===== config.mk =====
export PLATFORM = sky130hd
export DESIGN_NAME = timer_bus_arbiter
export DESIGN_NICKNAME = d
export VERILOG_FILES = /design/src/rtl/timer_arb_pkg.sv /design/src/rtl/arb_timeout_counter.sv /design/src/rtl/timer_bus_arbiter.sv
export SDC_FILE = /design/constraint.sdc
export NUM_CORES = 1
export LEC_CHECK = 0
export BUFFER_PORTS_ARGS = -buffer_cell sky130_fd_sc_hd__buf_2
export CAP_MARGIN = 20
export CORE_UTILIZATION = 30
export CTS_BUF_LIST = sky130_fd_sc_hd__clkbuf_2
export DETAILED_ROUTE_END_ITERATION = 8
export HOLD_SLACK_MARGIN = 0.05
export PLACE_DENSITY = 0.88
export SLEW_MARGIN = 20
export SYNTH_ARGS = -nofsm -noshare
export SYNTH_HDL_FRONTEND = slang
export SYNTH_SLANG_ARGS = --single-unit

===== constraint.sdc =====
create_clock -name clk -period 2.7 [get_ports clk]
set_input_delay 0.81 -clock clk [delete_from_list [all_inputs] [get_ports clk]]
set_output_delay 0.81 -clock clk [all_outputs]
set_load 0.01 [all_outputs]

===== src/rtl/timer_arb_pkg.sv =====
// ---------------------------------------------------------------------------
// timer_arb_pkg
//   Shared definitions for the timer peripheral-bus arbiter:
//     - FSM state encoding (IDLE/GRANT/RELEASE/ERR)
//     - master index constants
//     - values driven onto the slave bus when nobody owns it
//     - round-robin pick helper
//   ERR is only reachable when the design is built with ARB_TIMEOUT_EN.
// ---------------------------------------------------------------------------
package timer_arb_pkg;

  typedef enum logic [1:0] {
    ST_IDLE    = 2'd0,
    ST_GRANT   = 2'd1,
    ST_RELEASE = 2'd2,
    ST_ERR     = 2'd3
  } arb_state_e;

  localparam logic M0 = 1'b0;
  localparam logic M1 = 1'b1;

  localparam logic [7:0]  IDLE_ADDR = 8'h00;
  localparam logic [15:0] IDLE_DATA = 16'h0000;
  localparam logic        IDLE_RW   = 1'b1;

  // On a tie the master that was not served last wins; otherwise the only
  // requester wins. Callers only use the result when at least one requests.
  function automatic logic pick_master(input logic req0, input logic req1,
                                       input logic last);
    if (req0 && req1) begin
      return ~last;
    end else if (req1) begin
      return M1;
    end else begin
      return M0;
    end
  endfunction

endpackage


===== src/rtl/arb_timeout_counter.sv =====
// ---------------------------------------------------------------------------
// arb_timeout_counter
//   Counts stalled GRANT cycles and flags the cycle in which the count
//   reaches the limit, so the arbiter can leave GRANT on that edge.
//   Only instantiated when ARB_TIMEOUT_EN is defined.
// Ports:
//   clk      in   clock, rising edge
//   reset    in   asynchronous active-high reset (count -> 0)
//   clear    in   force count to 0 (arbiter not in GRANT)
//   enable   in   one more stalled cycle (strobes high, no ack)
//   limit    in   16-bit terminal count
//   expired  out  this enabled cycle brings the count to limit
// ---------------------------------------------------------------------------
module arb_timeout_counter (
  input  logic        clk,
  input  logic        reset,
  input  logic        clear,
  input  logic        enable,
  input  logic [15:0] limit,
  output logic        expired
);

  logic [15:0] count_q;
  logic [15:0] count_d;
  logic [15:0] count_inc;

  assign count_inc = count_q + 16'd1;

  always_comb begin
    count_d = count_q;
    if (clear) begin
      count_d = '0;
    end else if (enable) begin
      count_d = count_inc;
    end
  end

  // Flag on the increment that lands on the limit, so the limit-th stalled
  // cycle is the last one spent in GRANT.
  assign expired = enable && !clear && (count_inc == limit);

  always_ff @(posedge clk or posedge reset) begin
    if (reset) begin
      count_q <= '0;
    end else begin
      count_q <= count_d;
    end
  end

endmodule


===== src/rtl/timer_bus_arbiter.sv =====
// ---------------------------------------------------------------------------
// timer_bus_arbiter
//   Shares the 16-bit 68k-style timer register bus between master 0 (CPU)
//   and master 1 (debug/DMA). Round-robin on ties, grant held through the
//   whole strobe/ack handshake including the ack-release phase.
//   Build option: define ARB_TIMEOUT_EN to add a watchdog that ends a
//   transfer with berr after TIMEOUT_CYCLES stalled cycles.
// Ports:
//   clk, reset                         clock / async active-high reset
//   mN_addr, mN_data_write             master address / write data
//   mN_uds, mN_lds, mN_rw              master byte strobes / direction
//   mN_data_read, mN_ack, mN_berr      per-master responses
//   s_addr, s_data_write, s_uds,
//   s_lds, s_rw                        slave-side bus (muxed)
//   s_data_read, s_ack                 slave responses
// ---------------------------------------------------------------------------
module timer_bus_arbiter #(
  parameter int unsigned TIMEOUT_CYCLES = 255
) (
  input  logic        clk,
  input  logic        reset,
  input  logic [7:0]  m0_addr,
  input  logic [15:0] m0_data_write,
  input  logic        m0_uds,
  input  logic        m0_lds,
  input  logic        m0_rw,
  output logic [15:0] m0_data_read,
  output logic        m0_ack,
  output logic        m0_berr,
  input  logic [7:0]  m1_addr,
  input  logic [15:0] m1_data_write,
  input  logic        m1_uds,
  input  logic        m1_lds,
  input  logic        m1_rw,
  output logic [15:0] m1_data_read,
  output logic        m1_ack,
  output logic        m1_berr,
  output logic [7:0]  s_addr,
  output logic [15:0] s_data_write,
  output logic        s_uds,
  output logic        s_lds,
  output logic        s_rw,
  input  logic [15:0] s_data_read,
  input  logic        s_ack
);

  import timer_arb_pkg::*;

  localparam logic [15:0] TIMEOUT_LIMIT = 16'(TIMEOUT_CYCLES);

  arb_state_e state_q;
  logic       gnt_q;
  logic       last_q;

  logic req0;
  logic req1;
  logic gnt_req;
  logic in_grant;

  assign req0     = m0_uds | m0_lds;
  assign req1     = m1_uds | m1_lds;
  assign gnt_req  = (gnt_q == M1) ? req1 : req0;
  assign in_grant = (state_q == ST_GRANT);

`ifdef ARB_TIMEOUT_EN
  logic timeout_hit;

  arb_timeout_counter u_timeout (
    .clk     (clk),
    .reset   (reset),
    .clear   (state_q != ST_GRANT),
    .enable  (in_grant && gnt_req && !s_ack),
    .limit   (TIMEOUT_LIMIT),
    .expired (timeout_hit)
  );
`else
  logic unused_timeout;
  assign unused_timeout = ^TIMEOUT_LIMIT;
`endif

  // Arbitration FSM. The grant only moves from IDLE, and IDLE is only
  // re-entered once s_ack has fallen, so ownership never changes while the
  // slave is still acknowledging.
  always_ff @(posedge clk or posedge reset) begin
    if (reset) begin
      state_q <= ST_IDLE;
      gnt_q   <= M0;
      last_q  <= M1;
    end else begin
      case (state_q)
        ST_IDLE: begin
          if (req0 || req1) begin
            gnt_q   <= pick_master(req0, req1, last_q);
            state_q <= ST_GRANT;
          end
        end
        ST_GRANT: begin
          // Strobes low covers both normal completion and an abort.
          if (!gnt_req) begin
            state_q <= ST_RELEASE;
          end
`ifdef ARB_TIMEOUT_EN
          else if (timeout_hit) begin
            state_q <= ST_ERR;
          end
`endif
        end
        ST_RELEASE: begin
          if (!s_ack) begin
            state_q <= ST_IDLE;
            last_q  <= gnt_q;
          end
        end
`ifdef ARB_TIMEOUT_EN
        ST_ERR: begin
          if (!gnt_req) begin
            state_q <= ST_IDLE;
            last_q  <= gnt_q;
          end
        end
`endif
        default: begin
          state_q <= ST_IDLE;
        end
      endcase
    end
  end

  // Slave bus follows the granted master only in GRANT; every other state
  // (including ERR) parks it at the idle values.
  always_comb begin
    s_addr       = IDLE_ADDR;
    s_data_write = IDLE_DATA;
    s_uds        = 1'b0;
    s_lds        = 1'b0;
    s_rw         = IDLE_RW;
    if (in_grant) begin
      if (gnt_q == M1) begin
        s_addr       = m1_addr;
        s_data_write = m1_data_write;
        s_uds        = m1_uds;
        s_lds        = m1_lds;
        s_rw         = m1_rw;
      end else begin
        s_addr       = m0_addr;
        s_data_write = m0_data_write;
        s_uds        = m0_uds;
        s_lds        = m0_lds;
        s_rw         = m0_rw;
      end
    end
  end

  // Ack and read data pass straight through to the owner.
  assign m0_ack       = in_grant && (gnt_q == M0) && s_ack;
  assign m1_ack       = in_grant && (gnt_q == M1) && s_ack;
  assign m0_data_read = (in_grant && (gnt_q == M0)) ? s_data_read : 16'h0000;
  assign m1_data_read = (in_grant && (gnt_q == M1)) ? s_data_read : 16'h0000;

`ifdef ARB_TIMEOUT_EN
  assign m0_berr = (state_q == ST_ERR) && (gnt_q == M0);
  assign m1_berr = (state_q == ST_ERR) && (gnt_q == M1);
`else
  assign m0_berr = 1'b0;
  assign m1_berr = 1'b0;
`endif

endmodule


# Word-level counts from Yosys, hierarchy flattened
# Cells that the tools add are included.
# word_totals
word_cells	42
reg_bits	4
inputBits	73
# classes
bitwise_logic	5
n_eq_ne	5
n_mux	19
n_reduce_logical	10
# ops
operator	count
2-to-1 mux 16 bit	4
2-to-1 mux 8 bit	2
2-to-1 mux 1 bit	9
2-to-1 mux 2 bit	3
!= test 2 bit (second input constant)	3
one-hot mux 2 bit (3 select lines)	1
logical AND 1 bit	5
AND reduction 2 bit	2
NOT 1 bit	3
AND reduction 3 bit	1
== test 2 x 1 -> 1 bit (second input constant)	1
== test 2 bit (second input constant)	1
logical NOT 2 bit	1
OR 1 bit	2
logical OR 1 bit	1

# Logic depth before layout (Yosys ltp)
# logic_depth
depth_word	4
mapped_depth	6
depth_no_buf	3

# Worst setup path after synthesis
# No wires, ideal clock.
# synth_timing
path_kind	flip-flop to output port
startpoint	reg state_q[0]
endpoint	out s_rw
arrival_time_ns	1.267
t_required_ns	1.890
slack_ns	0.623
stages_incl_launch_ff	6
n_path_buf	2
path_cell_list	dfrtp_1 nor2b_4 and2_1 buf_4 buf_2 a22oi_1
# synth_between
elab_chain_cells	2
# synth_rtl
element	line	rtl
from (decl)	timer_bus_arbiter.sv:51	arb_state_e state_q;
from (signal assigned)	timer_bus_arbiter.sv:86	state_q <= ST_IDLE;
from (signal assigned)	timer_bus_arbiter.sv:94	state_q <= ST_GRANT;
from (signal assigned)	timer_bus_arbiter.sv:100	state_q <= ST_RELEASE;
== test 2 x 1 -> 1 bit	timer_bus_arbiter.sv:63	assign in_grant = (state_q == ST_GRANT);
2-to-1 mux 1 bit	timer_bus_arbiter.sv:137	if (in_grant) begin
to (decl)	timer_bus_arbiter.sv:42	output logic s_rw,
# Every way passes these cells.

# Worst setup path in the final report
# layout_timing
startpoint	reg state_q[0]
endpoint	out s_data_write[8]
# layout_between
elab_chain_cells	2
# layout_rtl
element	line	rtl
== test 2 x 1 -> 1 bit	timer_bus_arbiter.sv:63	
2-to-1 mux 16 bit	timer_bus_arbiter.sv:137	
to (decl)	timer_bus_arbiter.sv:39	output logic [15:0] s_data_write,
# Every way passes these cells.

==> reports/results.txt <==
Run status: finished clean
First-pass GRT wire length: 5060 µm
Vias in the first global route: 1023
Final ANT Viol Nets: 0
Synth Instances: 97
R2R depth: 3
Cell Pwr Density: 1130 nW/µm²
Gpl congestion: 0.779
Fin worst setup slack: 0.136 ns
Crit-path max cell delay: 0.43 ns
Setup crit end kind: output pin
Initial Util: 31.9%
Fin area: 1450 µm²
Synth area leader: a22o_1
Final-layout fill cell count: 243
Post-synth EDFFs: 0
Slew Limit Fails: 0
Clock Sink Count: 4
Crit path DAT: 1.75 ns
Layout overhead on the synthesized area: 83.5%
RSZ-0062 raised after global routing: false
Pleak: 0.000984 µW
CTS max path bufs: 2
Mean post-synth cell area: 8.15 µm²
Drc violations: 0
Final HPWL DP: 3260 µm
Placed cell area: 1430 µm²
Layout cells sized above 1: 65.2%
Family with the most delay on the worst path: simple AND/OR/NAND/NOR gates
Clk root buf: clkbuf_2
# nets final: 301
Clock Skew: 0.0180 ns
Most frequent cell after synthesis: a22o_1
Endpoints failing hold: 0
Max frequency: 0.390 GHz
Num CTS Buffers: 3
Critical path fanouts, max: 27
Rows: 18
Synth async-reset ratio: 100%
Pre-CTS WS: 0.407 ns
Routed wire per std cell: 15.3 µm
Max cap viols: 0
Mapped Area: 791 µm²
R2r startpoint: gnt_q
Postcts setup bufs: 0
Critical Path RT: 1.89 ns
Iter 0 DRT Violations: 52
Vias: 1293
Post-CTS Hold Buffers: 0
Critical Path, Cell by Cell: nor2b_4 -> nor2b_4 -> buf_4 -> a22o_1 -> buf_2
Crit-path slowest cell: dfrtp_1
Synth top area cells: a22o_1 (29%), and2_1 (14%), and3_1 (13%)
H-tree depth: 1
Worst reg2reg endpoint: state_q[0]
Fraction of the yosys area taken by sequential cells: 12.8%
Setup_tns: 0 ns
Netlist cell types: 22
Final worst path period share: 95.0%
Final setup vio count: 0
Die area: 2850 µm²
Drt first pass iters: 4
Register area: 101 µm²
VDD IR-drop max: 0.897 mV
Power, Total: 1640 µW
Total routed wirelength: 3940 µm
Initial antenna violation count: 0
CTS tree: built
WS Path Type: flip-flop to output pin
Vias/cell: 5.03
I/O Buffers: 133
Core Util, Final: 58.6%
Ys Warns: 0
Core area: 2480 µm²
Synth Flop Type: dfrtp_1
N_diodes: 0
Multi-input gate area: 571 µm²
Die Width: 53.3 µm
Clk_lat worst skew: 0.22 ns
Die height: 53.3 µm
Gr usage total: 25.5%
Startpoint types: flip-flop
Worst min path class: input port to async pin
GRT overflow: 0
#FFs+latches synth: 4
Largest net degree at the start of global routing: 28
Yosys top cell area share: 28.8%
CP Buf/Inv Count: 2
Fin crit period: 2.56 ns
Reg2reg setup slack: 1.24 ns
I/O pins: 136
Post-CTS Resized: 0
Most used cell, CP: nor2b_4
Clock transition at path regs: 0.07 ns
Synth cell count leaders: a22o_1 (26), and2_1 (18), and3_1 (17), buf_6 (6)
[placed cells by master (no fill, tap or decap)]
cell type and n:
a221oi_1 1, a22o_1 26, a22oi_1 1, and2_1 18, and3_1 17, buf_2 133
buf_4 6, clkbuf_2 4, conb_1 2, dfrtp_1 3, dfstp_2 1, inv_1 3
mux2_2 2, nand2_1 1, nor2_1 2, nor2b_1 1, nor2b_4 2, nor3b_1 1
o2bb2ai_1 1, o31ai_1 1, o41ai_1 1
[kinds of logic (layout without fill, tap and decap cells)]
| logic type | Yosys count | count (layout) | share of synthesized area, % |
|---|---|---|---|
| and+or+nand+nor | 42 | 42 | 34.3 |
| AOI/OAI and AO/OA | 31 | 31 | 34.0 |
| other | 1 | 2 | 0.474 |
| muxes | 2 | 2 | 2.85 |
| buffers and inverters | 17 | 146 | 15.5 |
| DFF | 4 | 4 | 12.8 |
[state kept, by name, indices dropped and copies added (netlist names)]
register	count
gnt_q	1
last_q	1
state_q	2
[final cells by class]
cell class,instances,area share (%)
clock buffers,4,1.38
inverters,3,0.776
multi-input cells,77,39.3
flip-flops and latches,4,6.98
well taps,30,2.59
repair buffers,139,49.0
[stage by stage]
stage	cells	hold WS (ns)
2_1_floorplan	98	0.497
3_3_place_gp	253	0.522
3_5_place_dp	253	0.550
4_1_cts	257	0.443
5_1_grt	257	0.453
6_report	257	0.452
[worst reg2reg max path, cell delays in order, from the launching register on]
cell	delay [ns]
dfrtp_1	0.53
buf_4	0.23
mux2_2	0.35
a221oi_1	0.26
[report_power, final]
| part | switching [µW] | internal, µW |
|---|---|---|
| Clock | 28.7 | 39.2 |
| Combinational | 773 | 659 |
| Sequential | 47.8 | 93.2 |
| Total | 850 | 791 |
[how the worst max path moves through the flow]
stage                          start              end  slack, ns  cells after the start
after global placement    state_q[0]  s_data_write[8]       0.46                      5
after floorplan           state_q[0]             s_rw       0.62                      5
after detailed placement  state_q[0]  s_data_write[8]       0.41                      5
after CTS                 state_q[0]  s_data_write[8]       0.15                      5
final                     state_q[0]  s_data_write[8]       0.14                      5
after global routing      state_q[0]  s_data_write[5]       0.01                      5
[routing by layer]
layer  wire (µm)  part of all wire [%]  GRT usage (%)  vias up
li1            -                     -              -      617
met1        1520                    38           33.4      575
met2        1690                    43           36.5       99
met3         715                    18           12.6        2
met4          10                  0.25           6.14        0
met5           0                     0              0        -
(Power assumes the default switching activity.)
